==> config.mk <==
export PLATFORM = sky130hd
export DESIGN_NAME = booth_mul_arbiter_flat
export DESIGN_NICKNAME = d
export VERILOG_FILES = /design/src/rtl/booth_mul_arbiter_if.sv /design/src/rtl/booth_mul_arbiter.sv /design/src/flat_wrapper.sv
export SDC_FILE = /design/constraint.sdc
export NUM_CORES = 1
export LEC_CHECK = 0
export BUFFER_PORTS_ARGS = -buffer_cell sky130_fd_sc_hd__buf_2
export CAP_MARGIN = 20
export CORE_MARGIN = 2
export CORE_UTILIZATION = 25
export DETAILED_ROUTE_END_ITERATION = 8
export GPL_TIMING_DRIVEN = 1
export HOLD_SLACK_MARGIN = 0.02
export PLACE_DENSITY_LB_ADDON = 0.15
export SKIP_CTS_REPAIR_TIMING = 1
export SLEW_MARGIN = 20
export SYNTH_ARGS = -nofsm -noshare
export SYNTH_HDL_FRONTEND = slang
export SYNTH_SLANG_ARGS = --single-unit
==> constraint.sdc <==
create_clock -name clk -period 2.5 [get_ports clk]
set_input_delay 0.125 -clock clk [delete_from_list [all_inputs] [get_ports clk]]
set_output_delay 0.125 -clock clk [all_outputs]
set_load 0.02 [all_outputs]
==> src/rtl/booth_mul_arbiter_if.sv <==
// Client and multiplier-side signals of the shared Booth multiplier arbiter.
// The slave modport is the arbiter; the master modport is its environment.
interface booth_mul_arbiter_if;
    logic       req0_valid;
    logic       req0_ready;
    logic [3:0] req0_a;
    logic [3:0] req0_b;
    logic       req1_valid;
    logic       req1_ready;
    logic [3:0] req1_a;
    logic [3:0] req1_b;
    logic       rsp0_valid;
    logic [7:0] rsp0_p;
    logic       rsp1_valid;
    logic [7:0] rsp1_p;
    logic       mul_start;
    logic [3:0] mul_a;
    logic [3:0] mul_b;
    logic [7:0] mul_p;

    modport slave (
        input  req0_valid, req0_a, req0_b,
        input  req1_valid, req1_a, req1_b,
        output req0_ready, req1_ready,
        output rsp0_valid, rsp0_p, rsp1_valid, rsp1_p,
        output mul_start, mul_a, mul_b,
        input  mul_p
    );

    modport master (
        output req0_valid, req0_a, req0_b,
        output req1_valid, req1_a, req1_b,
        input  req0_ready, req1_ready,
        input  rsp0_valid, rsp0_p, rsp1_valid, rsp1_p,
        input  mul_start, mul_a, mul_b,
        output mul_p
    );
endinterface

==> src/rtl/booth_mul_arbiter.sv <==
// Round-robin arbiter sharing one fixed-latency Booth multiplier between
// two requesters: IDLE -> ISSUE -> WAIT -> RESP -> IDLE.
module booth_mul_arbiter #(
    parameter int MUL_LAT = 5,
    parameter int CNT_W   = 3
) (
    input  logic                clk,
    input  logic                rst_n,
    booth_mul_arbiter_if.slave  bus,
    output logic                busy_o,
    output logic [7:0]          ops_done_o
);

    typedef enum logic [1:0] {
        IDLE,
        ISSUE,
        WAIT,
        RESP
    } state_t;

    localparam logic [CNT_W-1:0] CNT_LAST = CNT_W'(MUL_LAT - 1);

    state_t           state_q;
    logic             last_grant_q;
    logic             owner_q;
    logic [CNT_W-1:0] cnt_q;
    logic             mul_start_q;
    logic [3:0]       mul_a_q;
    logic [3:0]       mul_b_q;
    logic             rsp0_valid_q;
    logic             rsp1_valid_q;
    logic [7:0]       rsp0_p_q;
    logic [7:0]       rsp1_p_q;
    logic             busy_q;
    logic [7:0]       ops_q;

    logic             gnt0_d;
    logic             gnt1_d;

    // Ready is only offered in IDLE; on contention the side not served last wins.
    always_comb begin
        gnt0_d = 1'b0;
        gnt1_d = 1'b0;
        if (state_q == IDLE) begin
            unique case (1'b1)
                (bus.req0_valid && (!bus.req1_valid || last_grant_q)):
                    gnt0_d = 1'b1;
                (bus.req1_valid && (!bus.req0_valid || !last_grant_q)):
                    gnt1_d = 1'b1;
                default: ;
            endcase
        end
    end

    always_ff @(posedge clk) begin
        if (!rst_n) begin
            state_q      <= IDLE;
            last_grant_q <= 1'b1;
            owner_q      <= 1'b0;
            cnt_q        <= '0;
            mul_start_q  <= 1'b0;
            mul_a_q      <= '0;
            mul_b_q      <= '0;
            rsp0_valid_q <= 1'b0;
            rsp1_valid_q <= 1'b0;
            rsp0_p_q     <= '0;
            rsp1_p_q     <= '0;
            busy_q       <= 1'b0;
            ops_q        <= '0;
        end else begin
            mul_start_q  <= 1'b0;
            rsp0_valid_q <= 1'b0;
            rsp1_valid_q <= 1'b0;
            unique case (state_q)
                IDLE: begin
                    if (gnt0_d || gnt1_d) begin
                        mul_a_q      <= gnt1_d ? bus.req1_a : bus.req0_a;
                        mul_b_q      <= gnt1_d ? bus.req1_b : bus.req0_b;
                        owner_q      <= gnt1_d;
                        last_grant_q <= gnt1_d;
                        mul_start_q  <= 1'b1;
                        busy_q       <= 1'b1;
                        state_q      <= ISSUE;
                    end
                end
                ISSUE: begin
                    cnt_q   <= '0;
                    state_q <= WAIT;
                end
                WAIT: begin
                    if (cnt_q == CNT_LAST) begin
                        if (owner_q) begin
                            rsp1_p_q     <= bus.mul_p;
                            rsp1_valid_q <= 1'b1;
                        end else begin
                            rsp0_p_q     <= bus.mul_p;
                            rsp0_valid_q <= 1'b1;
                        end
                        ops_q   <= ops_q + 8'd1;
                        state_q <= RESP;
                    end else begin
                        cnt_q <= cnt_q + CNT_W'(1);
                    end
                end
                RESP: begin
                    busy_q  <= 1'b0;
                    state_q <= IDLE;
                end
                default: state_q <= IDLE;
            endcase
        end
    end

    assign bus.req0_ready = gnt0_d;
    assign bus.req1_ready = gnt1_d;
    assign bus.rsp0_valid = rsp0_valid_q;
    assign bus.rsp1_valid = rsp1_valid_q;
    assign bus.rsp0_p     = rsp0_p_q;
    assign bus.rsp1_p     = rsp1_p_q;
    assign bus.mul_start  = mul_start_q;
    assign bus.mul_a      = mul_a_q;
    assign bus.mul_b      = mul_b_q;
    assign busy_o         = busy_q;
    assign ops_done_o     = ops_q;

endmodule

==> src/flat_wrapper.sv <==
// flat-port wrapper written by rule: the top's interface ports become plain ports
module booth_mul_arbiter_flat 
#(
    parameter int MUL_LAT = 5,
    parameter int CNT_W   = 3
)
  (clk, rst_n, busy_o, ops_done_o, bus_req0_valid, bus_req0_a, bus_req0_b, bus_req1_valid, bus_req1_a, bus_req1_b, bus_req0_ready, bus_req1_ready, bus_rsp0_valid, bus_rsp0_p, bus_rsp1_valid, bus_rsp1_p, bus_mul_start, bus_mul_a, bus_mul_b, bus_mul_p);
  booth_mul_arbiter_if bus_i ();
  input  logic clk;
  input  logic rst_n;
  output logic busy_o;
  output logic [7:0] ops_done_o;
  input wire logic [$bits(bus_i.req0_valid)-1:0] bus_req0_valid;
  input wire logic [$bits(bus_i.req0_a)-1:0] bus_req0_a;
  input wire logic [$bits(bus_i.req0_b)-1:0] bus_req0_b;
  input wire logic [$bits(bus_i.req1_valid)-1:0] bus_req1_valid;
  input wire logic [$bits(bus_i.req1_a)-1:0] bus_req1_a;
  input wire logic [$bits(bus_i.req1_b)-1:0] bus_req1_b;
  output wire logic [$bits(bus_i.req0_ready)-1:0] bus_req0_ready;
  output wire logic [$bits(bus_i.req1_ready)-1:0] bus_req1_ready;
  output wire logic [$bits(bus_i.rsp0_valid)-1:0] bus_rsp0_valid;
  output wire logic [$bits(bus_i.rsp0_p)-1:0] bus_rsp0_p;
  output wire logic [$bits(bus_i.rsp1_valid)-1:0] bus_rsp1_valid;
  output wire logic [$bits(bus_i.rsp1_p)-1:0] bus_rsp1_p;
  output wire logic [$bits(bus_i.mul_start)-1:0] bus_mul_start;
  output wire logic [$bits(bus_i.mul_a)-1:0] bus_mul_a;
  output wire logic [$bits(bus_i.mul_b)-1:0] bus_mul_b;
  input wire logic [$bits(bus_i.mul_p)-1:0] bus_mul_p;
  assign bus_i.req0_valid = bus_req0_valid;
  assign bus_i.req0_a = bus_req0_a;
  assign bus_i.req0_b = bus_req0_b;
  assign bus_i.req1_valid = bus_req1_valid;
  assign bus_i.req1_a = bus_req1_a;
  assign bus_i.req1_b = bus_req1_b;
  assign bus_req0_ready = bus_i.req0_ready;
  assign bus_req1_ready = bus_i.req1_ready;
  assign bus_rsp0_valid = bus_i.rsp0_valid;
  assign bus_rsp0_p = bus_i.rsp0_p;
  assign bus_rsp1_valid = bus_i.rsp1_valid;
  assign bus_rsp1_p = bus_i.rsp1_p;
  assign bus_mul_start = bus_i.mul_start;
  assign bus_mul_a = bus_i.mul_a;
  assign bus_mul_b = bus_i.mul_b;
  assign bus_i.mul_p = bus_mul_p;
  booth_mul_arbiter #(.MUL_LAT(MUL_LAT), .CNT_W(CNT_W)) u_core (.clk(clk), .rst_n(rst_n), .bus(bus_i), .busy_o(busy_o), .ops_done_o(ops_done_o));
endmodule
* Word level (Yosys, flattened, before mapping)
Index checks and enable logic that the tools add are counted.
** Storage, ports and cells
- Input bits :: 28
- Word-level logic and storage cells :: 59
- Output and inout port bits :: 38
- Register bits :: 43
** Operators by class
- Muxes and demuxes :: 16
- Bitwise gates (word level) :: 1
- Equality and inequality tests :: 7
- Add/sub/neg operators :: 2
- Reductions and logical operators :: 20
** Operators by type and width (number)
- $reduce_and A2 Y1 :: 6
- $reduce_and A3 Y1 :: 3
- $add A8 B1 Y8 const B :: 1
- $mux W1 :: 8
- $mux W4 :: 2
- $pmux W2 S4 :: 1
- $pmux W3 S2 :: 1
- $eq A2 B2 Y1 const B :: 2
- $mux W2 :: 2
- $ne A2 B2 Y1 const B :: 2
- $reduce_bool A2 Y1 :: 2
- $add A3 B1 Y3 const B :: 1
- $eq A3 B3 Y1 const B :: 1
- $logic_not A1 Y1 :: 3
- $logic_or A1 B1 Y1 :: 3
- $mux W3 :: 1
- $eq A2 B1 Y1 const B :: 1
- $logic_and A1 B1 Y1 :: 2
- $logic_not A2 Y1 :: 1
- $ne A2 B1 Y1 const B :: 1
- $pmux W1 S2 :: 1
- $not A1 Y1 :: 1

* Depth between registers and ports, before layout
Gate-level depths: netlist of the first run.
- Word-level depth :: 8
- Gate-level depth with buffers :: 7
- Mapped depth without buffers :: 5

* Worst setup path before layout of the first run
Ideal clock, no wire load.
- Path type :: reg-to-reg
- Start point :: reg u_core.state_q[0]
- End point :: reg u_core.state_q[0]
- Library setup time :: 0.122 ns
- Required time :: 2.378 ns
- Arrival time :: 1.355 ns
- Path slack :: 1.023 ns
- Path buffers :: 1
- Clock period less this slack :: 1.477 ns
- Cell stages (with the launch flop) :: 7
- Cells stage by stage :: dfxtp_1 -> inv_1 -> ha_1 -> buf_4 -> a21boi_0 -> o21ai_0 -> o311a_1
** Between the ends
- Longest elaborated chain between the ends :: 5
- Elaborated cells between the ends (all ways) :: 11
- Classes of those cells :: eq/ne: 5; mux: 3; reduce/logical: 3
** RTL lines
- start, declared :: RTL line booth_mul_arbiter.sv:23 : state_t state_q;
- start signal, assigned :: RTL line booth_mul_arbiter.sv:57 : state_q <= IDLE;
- start signal, assigned :: RTL line booth_mul_arbiter.sv:83 : state_q <= ISSUE;
- start signal, assigned :: RTL line booth_mul_arbiter.sv:88 : state_q <= WAIT;
- $logic_not A2 Y1 :: RTL line booth_mul_arbiter.sv:44, booth_mul_arbiter.sv:74
- $mux W1 :: RTL line booth_mul_arbiter.sv:44 : if (state_q == IDLE) begin
- $logic_or A1 B1 Y1 :: RTL line booth_mul_arbiter.sv:76 : if (gnt0_d || gnt1_d) begin
- $ne A2 B2 Y1 (no line)
- $reduce_and A2 Y1 (no line)
Parallel ways exist; a longest one is shown, timed or not.
A chain may end at the register's enable or synchronous reset.

* Worst setup path in the final report of the first run
- Start point :: reg u_core.state_q[0]
- End point :: reg u_core.rsp1_p_q[3] (netlist: u_core.bus.rsp1_p[3])
** Between the ends
- Longest elaborated chain between the ends :: 2
** RTL lines
- $eq A2 B2 Y1 :: RTL line booth_mul_arbiter.sv:74 : unique case (state_q)
- $reduce_and A3 Y1 (no line)
- end signal, assigned :: RTL line booth_mul_arbiter.sv:93 : rsp1_p_q <= bus.mul_p;
- end, declared :: RTL line booth_mul_arbiter.sv:33 : logic [7:0] rsp1_p_q;
No other way between the ends.

==> results of run 1 <==
==> logic make-up after synthesis <==
family	share of synthesized area
adder cells (fa/ha/maj)	0.0537
AO/OA/AOI/OAI	0.186
XOR/XNOR	0.00940
buffers and inverters	0.0537
AND/OR/NAND/NOR	0.224
multiplexers	0.0107
flip-flops	0.462
==> stage by stage <==
step / power [mW] / util / setup slack [ps] / hold WS [ps]
finish: 1.80 / 0.322 / 692 / 70.3
detailed placement: 1.38 / 0.311 / 679 / 385
floorplan: 1.23 / - / 1020 / 261
global placement: 1.38 / 0.311 / 702 / 382
CTS: 1.83 / 0.322 / 663 / 61.2
global route: 1.92 / 0.322 / 477 / 64.8
==> power groups by stage <==
| stage | registers (mW) | logic (mW) | clock network [mW] |
|---|---|---|---|
| 5_1_grt | 0.838 | 0.589 | 0.496 |
| 3_3_place_gp | 0.843 | 0.539 | 0 |
| 4_1_cts | 0.828 | 0.540 | 0.467 |
| 6_report | 0.827 | 0.531 | 0.444 |
| 2_1_floorplan | 0.915 | 0.311 | 0 |
| 3_5_place_dp | 0.842 | 0.539 | 0 |
==> flip-flops by register name, indices dropped and copies added (netlist names) <==
| register | flops |
|---|---|
| u_core.state_q | 2 |
| u_core.bus.rsp0_valid | 1 |
| u_core.bus.mul_start | 1 |
| u_core.bus.rsp0_p | 8 |
| u_core.bus.mul_a | 4 |
| u_core.bus.rsp1_p | 8 |
| u_core.bus.mul_b | 4 |
| u_core.ops_done_o | 8 |
| u_core.busy_o | 1 |
| u_core.last_grant_q | 1 |
| u_core.cnt_q | 3 |
| u_core.owner_q | 1 |
| u_core.bus.rsp1_valid | 1 |
==> worst min-delay path: stages <==
cell and delay (ps):
buf_2 100, nand2_1 50, a21oi_1 50
==> per-layer routing <==
layer | share of wire | up-vias | routed length, µm | GRT usage
li1 | - | 881 | - | -
met1 | 0.48 | 778 | 2230 | 0.155
met2 | 0.44 | 52 | 2050 | 0.177
met3 | 0.060 | 5 | 277 | 0.0342
met4 | 0.015 | 0 | 70 | 0.0423
met5 | 0 | - | 0 | 0
==> final cells by class <==
type	count	area [µm²]
fillers	817	4910
multi-input cells	156	902
flip-flops and latches	43	861
repair buffers	66	333
well taps	99	124
clock buffers	6	72.6
inverters	9	33.8
clock inverters	2	12.5
==> how the worst max path moves through the flow <==
| stage | end | start | slack, ps |
|---|---|---|---|
| after CTS | u_core.bus.rsp1_p[2] | u_core.state_q[0] | 660 |
| after global placement | u_core.bus.rsp1_p[7] | u_core.state_q[0] | 700 |
| after floorplan | u_core.state_q[0] | u_core.state_q[0] | 1020 |
| final | u_core.bus.rsp1_p[3] | u_core.state_q[0] | 690 |
| after global routing | u_core.bus.rsp1_p[5] | u_core.state_q[0] | 480 |
| after detailed placement | u_core.bus.rsp1_p[2] | u_core.state_q[0] | 680 |
==> cells in the final DEF (no fill, tap or decap), types with 2 or more instances in the layout <==
cell type,netlist,routed
buf_2,2,65
dfxtp_1,43,43
nand2_1,41,41
a21oi_1,25,25
o21ai_0,20,20
nand3_1,12,12
inv_1,9,9
nor2_1,8,8
a31oi_1,8,8
ha_1,8,8
clkbuf_8,0,5
and2_1,3,3
nand4b_1,2,2
o31ai_1,2,2
or4_1,2,2
o21a_1,2,2
nand2b_1,2,2
mux2i_1,2,2
nand4_1,2,2
or3_1,2,2
==> summary.md, run 1 <==
| Metric | Value |
|---|---|
| Gate power share | 0.295 |
| Reg2Reg Launch Point | u_core.state_q[0] |
| # port buffers | between 60 and 70 |
| I/O pins | 66 |
| Worst Skew | about 5.5 ps |
| GRT Total Usage | 0.116 |
| Die Y | roughly 90 µm |
| #FFs+latches synth | 43 |
| Kind of critical path | reg -> reg |
| Final setup TNS | 0 ps |
| Post-synth cell types | 38 |
| Area leader, netlist | dfxtp_1 |
| Layout overhead on the synthesized area | 25.5% |
| RR Endpoint | u_core.bus.rsp1_p[3] |
| Sequential share of power | 0.459 |
| Worst hold start | bus_mul_p[6] |
| Worst slew pin tran | 609 ps |
| Max-slew violations | 0 |
| Vias in the first global route | 1,586 |
| Post-layout min period | 1810 ps |
| Share of layout cells above drive strength 1 | 0.270 |
| Maximum VDD drop | 435 µV |
| Design area | 2340 µm² |
| Drt initial violations | 87 |
| Post-synth top cells | dfxtp_1 (43), nand2_1 (41), a21oi_1 (25), o21ai_0 (20), nand3_1 (12) |
| DRC errors left | 0 |
| Syn nets | 256 |
| R2R setup slack | between 600 and 700 ps |
| Antenna violations before repair | 0 |
| DIE AREA | 8160 µm² |
| Hold endpoint | u_core.bus.rsp1_p[6] |
| Main synth FF type | dfxtp_1 |
| Top-count cell post-synth | dfxtp_1 |
| Clock Sinks | between 40 and 50 |
| Top delay family on crit path | simple AND/OR/NAND/NOR gates |
| Final hold violation count | 0 |
| Setup crit start kind | flip-flop |
| # rows | 31 |
| Avg Cell Area, Syn | ~8.5 µm² |
| WP data arrival | 1980 ps |
| Cell at the root of the clock tree | clkbuf_8 |
| Post-placement cell count | 373 |
| Hold Crit Depth | 3 |
| Crit share post-route | 0.723 |
| DR WL/cell | around 12 µm |
| Sw Share | 0.360 |
| Sequential area share after synthesis | 0.462 |
| DP Area | about 2300 µm² |
| CP Buf/Inv Count | 1 |
| Asr flop ratio synth | 0 |
| Max FO, Critical Path | 12 |
| Synth Cell Area | ~1900 µm² |
| Worst-Skew Late Latency | 300 ps |
| Fmax | 0.553 GHz |
| Antenna viol nets, final | 0 |
| CTS max path bufs | 2 |
| PwrDens | 771 nW/µm² |
| Share of the synthesized area in the top cell type | 0.462 |
| YS warnings | 0 |
| Number of detailed-route iterations in the first pass | 4 |
| Slew HR | 0.593 |
| Status | finished, final reports clean |
| Critical Path Sink Type | flip-flop |
| Drt total wl | 4.63 mm |
| Largest cells by area after synthesis | dfxtp_1 (46%), nand2_1 (8.3%), a21oi_1 (6.7%), ha_1 (5.4%), o21ai_0 (5.4%) |
| P_sw | 0.648 mW |
| Total grt overflow | 0 |
| Starting Density | 0.257 |
| Worst hold path type | in -> reg |
| Final setup fails | 0 |
| CP Depth | 5 |
| Post-synth EDFFs | 0 |
| CP cell instances | inv_1, ha_1, nand4_1, nand2_1, a21oi_1 |
| Die X | 90.3 µm |
| Internal | around 1.2 mW |
| CTS Buf Count | 5 |
| First-pass GRT wire length | 7.65 mm |
| H-Tree Level Count | 2 |
| Required time of the critical path | 2670 ps |
| Clock power share | 0.246 |
| Routed via count | between 1,500 and 2,000 |
| Leakage | 0.979 nW |
| Largest net degree at the start of global routing | 20 |
| Post-synthesis instance total | 220 |
| R2r worst-path depth | 5 |
| Estimated wirelength of the detail-placed design | 3.26 mm |
| CTS tree | done |
| CORE AREA | a little over 7000 µm² |
| CP max stage delay | 490 ps |
| RSZ-0062 raised after global routing | no |
| Via density | 4.50 |
| Max_cap viols | 0 |
| Crit-path slowest cell | nand4_1 |
| Nets | around 320 |
| ANT cells | 0 |
| Gpl congestion | 0.683 |
| Clock slew at reported path FFs | 90 ps |
| Post-Layout Cell Count | roughly 380 |
No activity file was read; power rests on OpenSTA's default activity.
==> inputs of run 2 (changes only) <==
==> constraint.sdc (replaced) <==
create_clock -name clk -period 1.7 [get_ports clk]
set_input_delay 0.085 -clock clk [delete_from_list [all_inputs] [get_ports clk]]
set_output_delay 0.085 -clock clk [all_outputs]
set_load 0.02 [all_outputs]
==> run 2 against run 1 <==
First-iteration DRC count is 17% lower. Worst setup slack worse by 560 ps. Clock-buffer cell count is 1 lower. Cell count is 3.1% higher. Sequential cell count stayed put. Hold slack worse by 49 ps. Utilization is 1.7 points higher. Combinational power is 63% higher. Sequential power is 48% higher. Largest cell class unchanged.
==> summary.md, run 2 (same netlist as run 1, synthesis figures left out) <==
| Metric | Value |
|---|---|
| CTS max path bufs | 2 (unchanged) |
| Most frequent cells in the layout | buf_2 (65), dfxtp_1 (43), nand2_1 (40) |
| Setup crit start kind | flip-flop |
| GRT Total Usage | 0.108 (-0.00749) |
| H-Tree Level Count | 2 (unchanged) |
| CORE AREA | 7250 µm² (unchanged) |
| Worst-Skew Late Latency | 300 ps (about the same) |
| Design area | 2460 µm² (+5.2%) |
| Final setup fails | 0 (unchanged) |
| Share of layout cells above drive strength 1 | 0.310 (+0.0400) |
| R2R setup slack | 140 ps (-550 ps) |
| Drt total wl | 4.59 mm (-0.74%) |
| Maximum VDD drop | 723 µV (+66%) |
| CTS Buf Count | 5 (unchanged) |
| Largest net degree at the start of global routing | 20 (unchanged) |
| Critical Path Sink Type | output port |
| Crit share post-route | 0.924 |
| Vias in the first global route | 1,550 (-2.3%) |
| Required time of the critical path | 1620 ps (-1050 ps) |
| Slew HR | 0.740 (+0.147) |
| Kind of critical path | reg -> out |
| Gpl congestion | 0.699 (+2.5%) |
| Number of detailed-route iterations in the first pass | 4 (unchanged) |
| DRC errors left | 0 (unchanged) |
| Max_cap viols | 0 (unchanged) |
| Nets | 329 (+3.8%) |
| Cell at the root of the clock tree | clkbuf_8 |
| Fmax | 0.637 GHz |
| Final hold violation count | 0 (unchanged) |
| Estimated wirelength of the detail-placed design | 3.29 mm (+0.88%) |
| Antenna viol nets, final | 0 (unchanged) |
| Internal | 1.77 mW (+53%) |
| CTS tree | done |
| RSZ-0062 raised after global routing | no |
| Worst hold path type | in -> reg |
| Drt initial violations | 72 (-17%) |
| Starting Density | 0.257 (unchanged) |
| DR WL/cell | 11.7 µm (-3.8%) |
| Gate power share | 0.314 (+0.019) |
| Clock Sinks | 43 (unchanged) |
| Antenna violations before repair | 0 (unchanged) |
| Sequential share of power | 0.441 (-0.018) |
| # port buffers | 65 (unchanged) |
| WP data arrival | 1480 ps (-500 ps) |
| Die X | 90.3 µm (unchanged) |
| Worst slew pin tran | 390 ps (-220 ps) |
| Layout overhead on the synthesized area | 32.1% |
| Setup WS post-layout | 130 ps (-562 ps) |
| # rows | 31 (unchanged) |
| DP Area | 2320 µm² (+3.0%) |
| Die Y | 90.3 µm (unchanged) |
| Most common cell after layout, fill and taps aside | buf_2 |
| Status | finished, final reports clean |
| Total grt overflow | 0 (unchanged) |
| Worst Skew | 7.92 ps (+2.42 ps) |
| Max-slew violations | 0 (unchanged) |
| Via density | 4.48 (-0.51%) |
| DIE AREA | 8160 µm² (unchanged) |
| First-pass GRT wire length | 7.27 mm (-4.9%) |
| Post-layout min period | 1570 ps |
| Leakage | 1.03 nW (+5.6%) |
| WHS | 20.9 ps (-49.4 ps) |
| Final Power | 2.76 mW (+53%) |
| I/O pins | 66 (unchanged) |
| PwrDens | 1120 nW/µm² (+46%) |
| ANT cells | 0 (unchanged) |
| Clock power share | 0.245 (about the same) |
| Sw Share | 0.359 (-0.000594) |
| P_sw | 0.992 mW (+53%) |
| Post-Layout Cell Count | 393 (+3.1%) |
| Setup WS pre-CTS | 60.1 ps (-619 ps) |
| Max FO, Critical Path | 10 (-2) |
| Clock slew at reported path FFs | 90 ps (about the same) |
| Post-placement cell count | 382 (+2.4%) |
| Routed via count | 1,761 (+2.6%) |
## run 2: cell count changes in the layout (fill, tap and decap cells not counted), sizes merged
| cell | delta |
|---|---|
| buf | +9 |
| clkbuf | -1 |
| inv | +1 |
| clkinvlp | +1 |
| clkinv | -1 |
| dlygate4sd3 | +3 |
## run 2: worst max-delay path, cell delays in order (launching register included)
cell and delay, ps:
dfxtp_1 330, inv_1 80, buf_4 130, ha_2 230
nand2_4 110, nor2_2 140, buf_2 170
## run 2: final timing paths
kind | startpoint | to | cells after the start
max | u_core.state_q[0] | bus_req1_ready | 6
min reg2reg | u_core.bus.rsp1_p[3] | u_core.bus.rsp1_p[3] | 2
min | bus_mul_p[2] | u_core.bus.rsp1_p[2] | 3
max reg2reg | u_core.cnt_q[0] | u_core.ops_done_o[5] | 5
## run 2: routing by layer
layer / global-route usage / vias to the layer above / part of all wire
met5: 0 / - / 0
met4: 0.0346 / 0 / 0.014
met3: 0.0342 / 8 / 0.066
met2: 0.177 / 58 / 0.45
met1: 0.137 / 783 / 0.47
li1: - / 912 / -
## run 2: metrics by stage
stage	utilization	setup TNS, ps
final	0.339	0
after global routing	0.339	0
after CTS	0.333	-96.3
after detailed placement	0.320	0
after global placement	0.320	0
after floorplan	-	0
## run 2: power groups by stage
stage | sequential (mW) | combinational (mW) | clock (mW)
6_report | 1.22 | 0.867 | 0.677
2_1_floorplan | 1.35 | 0.457 | 0
3_3_place_gp | 1.24 | 0.848 | 0
5_1_grt | 1.24 | 0.962 | 0.755
3_5_place_dp | 1.24 | 0.845 | 0
4_1_cts | 1.22 | 0.849 | 0.720
## run 2: layout make-up
type	instances	area, µm²
Fill cell	809	4790
Multi-Input combinational cell	156	920
Sequential cell	43	861
Timing Repair Buffer	78	430
Tap cell	99	124
Clock buffer	5	68.8
Inverter	9	33.8
Clock inverter	3	23.8
==> inputs of run 3 (changes only) <==
==> constraint.sdc (replaced) <==
create_clock -name clk -period 1.7 [get_ports clk]
set_input_delay 0.085 -clock clk [delete_from_list [all_inputs] [get_ports clk]]
set_output_delay 0.085 -clock clk [all_outputs]
set_load 0.005 [all_outputs]
==> run 3 against run 2 <==
Power down 4.6%. Sequential share of layout area about the same. Wire length about the same. Maximum frequency fell by 1.0%. Highest routed layer unchanged. Largest power group unchanged. Critical path type unchanged. Clock-buffer cell count unchanged. Cell count unchanged. Worst setup slack lost 16 ps. Sequential power about the same.
==> summary.md, run 3 (same netlist as run 1, synthesis figures left out) <==
| Metric | Value |
|---|---|
| PwrDens | 1070 nW/µm² (-4.5%) |
| Gate power share | 0.280 (-0.034) |
| Max-slew violations | 0 (unchanged) |
| DR WL/cell | 11.7 µm (about the same) |
| Estimated wirelength of the detail-placed design | 3.29 mm (unchanged) |
| Number of detailed-route iterations in the first pass | 4 (unchanged) |
| P_sw | 0.872 mW (-12%) |
| Post-Layout Cell Count | 393 (unchanged) |
| CTS max path bufs | 2 (unchanged) |
| GR Util met1 | 0.137 (unchanged) |
| Max FO, Critical Path | 10 (unchanged) |
| Post-route core utilization | 0.339 (-0.000345) |
| H-Tree Level Count | 2 (unchanged) |
| DIE AREA | 8160 µm² (unchanged) |
| Worst slew pin tran | 390 ps (unchanged) |
| Post-placement cell count | 382 (unchanged) |
| CORE AREA | 7250 µm² (unchanged) |
| Required time of the critical path | 1620 ps (about the same) |
| Vias in the first global route | 1,550 (unchanged) |
| # port buffers | 65 (unchanged) |
| Reg2Reg Launch Point | u_core.cnt_q[0] |
| Gpl congestion | 0.699 (unchanged) |
| Largest net degree at the start of global routing | 20 (unchanged) |
| Multi-input gate area | 917 µm² (-0.27%) |
| Final Power | 2.63 mW (-4.6%) |
| Die X | 90.3 µm (unchanged) |
| Sw Share | 0.331 (-0.0283) |
| GR Util met2 | 0.177 (unchanged) |
| R2r worst-path depth | 5 (unchanged) |
| Cell at the root of the clock tree | clkbuf_8 |
| Setup crit start kind | flip-flop |
| Slew HR | 0.740 (unchanged) |
| CTS tree | done |
| Via density | 4.50 (+0.40%) |
| Antenna violations before repair | 0 (unchanged) |
| Worst Skew | 7.64 ps (-0.284 ps) |
| Total grt overflow | 0 (unchanged) |
| Internal | 1.76 mW (-0.40%) |
| Leakage | 1.04 nW (+0.11%) |
| CP max stage delay | 330 ps (about the same) |
| Crit-path slowest cell | dfxtp_1 |
| Most common cell after layout, fill and taps aside | buf_2 |
| Maximum VDD drop | 634 µV (-12%) |
| RR Endpoint | u_core.ops_done_o[5] |
| Die Y | 90.3 µm (unchanged) |
| Max_cap viols | 0 (unchanged) |
| R2R setup slack | 140 ps (about the same) |
| Status | finished, final reports clean |
| Nets | 329 (unchanged) |
| Drt total wl | 4.59 mm (about the same) |
| DRC errors left | 0 (unchanged) |
| First-pass GRT wire length | 7.27 mm (unchanged) |
| ANT cells | 0 (unchanged) |
| Clock power share | 0.257 (+0.012) |
| Setup WS post-layout | 114 ps (-16.5 ps) |
| Crit path to | bus_req1_ready |
| Share of layout cells above drive strength 1 | 0.306 (-0.00340) |
| Final hold violation count | 0 (unchanged) |
| Crit share post-route | 0.933 (+0.00970) |
| Routed via count | 1,768 (+0.40%) |
| Met3 usage | 0.0342 (unchanged) |
| Fmax | 0.630 GHz (-1.0%) |
| Final setup fails | 0 (unchanged) |
| Critical Path Sink Type | output port |
| Worst-Skew Late Latency | 300 ps (about the same) |
| I/O pins | 66 (unchanged) |
| Starting Density | 0.257 (unchanged) |
| Kind of critical path | reg -> out |
| Clock slew at reported path FFs | 90 ps (about the same) |
| GRT Total Usage | 0.108 (unchanged) |
| Grt peak-use layer | met2 |
| Most frequent cells in the layout | buf_2 (65), dfxtp_1 (43), nand2_1 (40) |
| Worst setup path startpoint | u_core.state_q[0] |
| Clock Sinks | 43 (unchanged) |
| Worst hold path type | in -> reg |
| CTS Buf Count | 5 (unchanged) |
| WP data arrival | 1500 ps (+20 ps) |
| Sequential share of power | 0.462 (+0.021) |
| CP cell instances | inv_1, buf_4, ha_1, nand2_4, nor2_2, buf_2 |
| Post-layout min period | 1590 ps (+16.5 ps) |
| Fillers | 810 (+0.12%) |
| Antenna viol nets, final | 0 (unchanged) |
| Drt initial violations | 72 (unchanged) |
| FF+latch area | 861 µm² (unchanged) |
| # rows | 31 (unchanged) |
| Setup WS pre-CTS | 60.1 ps (unchanged) |
| Layout overhead on the synthesized area | 32.0% |
-- run 3: cell type report --
cell class	instances	share of cell area
multi-input combinational	156	0.373
sequential	43	0.350
timing repair buffer	78	0.175
tap	99	0.0504
clock buffer	5	0.0280
inverter	9	0.0137
clock inverter	3	0.00967
-- run 3: per-layer routing --
| layer | up-vias | routed length, µm |
|---|---|---|
| met5 | - | 0 |
| met4 | 0 | 65 |
| met3 | 8 | 303 |
| met2 | 58 | 2070 |
| met1 | 791 | 2150 |
| li1 | 911 | - |
-- run 3: how the worst min path moves through the flow --
| stage | startpoint | endpoint | slack (ps) | cells past startpoint |
|---|---|---|---|---|
| final | bus_mul_p[2] | u_core.bus.rsp1_p[2] | 20 | 3 |
| after CTS | bus_mul_p[0] | u_core.bus.rsp1_p[0] | 10 | 3 |
| after global routing | bus_mul_p[7] | u_core.bus.rsp1_p[7] | 20 | 3 |
| after detailed placement | bus_mul_p[0] | u_core.bus.rsp1_p[0] | 340 | 3 |
| after floorplan | bus_mul_p[0] | u_core.bus.rsp0_p[0] | 220 | 2 |
| after global placement | bus_mul_p[4] | u_core.bus.rsp1_p[4] | 340 | 3 |
-- run 3: critical path: cells and delay by family (launching register included) --
family | cells | cell delay (ps)
adders and majority gates | 1 | 270
buffers and inverters | 3 | 320
DFF | 1 | 330
and+or+nand+nor | 2 | 270
-- run 3: power by group through the flow --
stage,Combinational [mW],Sequential [mW],Clock [mW]
after floorplan,0.442,1.24,0
after global placement,0.723,1.24,0
after detailed placement,0.720,1.24,0
after CTS,0.724,1.22,0.720
after global routing,0.831,1.24,0.755
final,0.739,1.22,0.677
-- run 3: per-stage QoR --
stage	hold WS (ps)	setup TNS [ps]	instance area (µm²)
floorplan	221	0	1860
detailed placement	345	0	2320
CTS	11.6	-44.8	2410
global placement	342	0	2320
global route	23.0	-3.93	2460
finish	21.2	0	2460
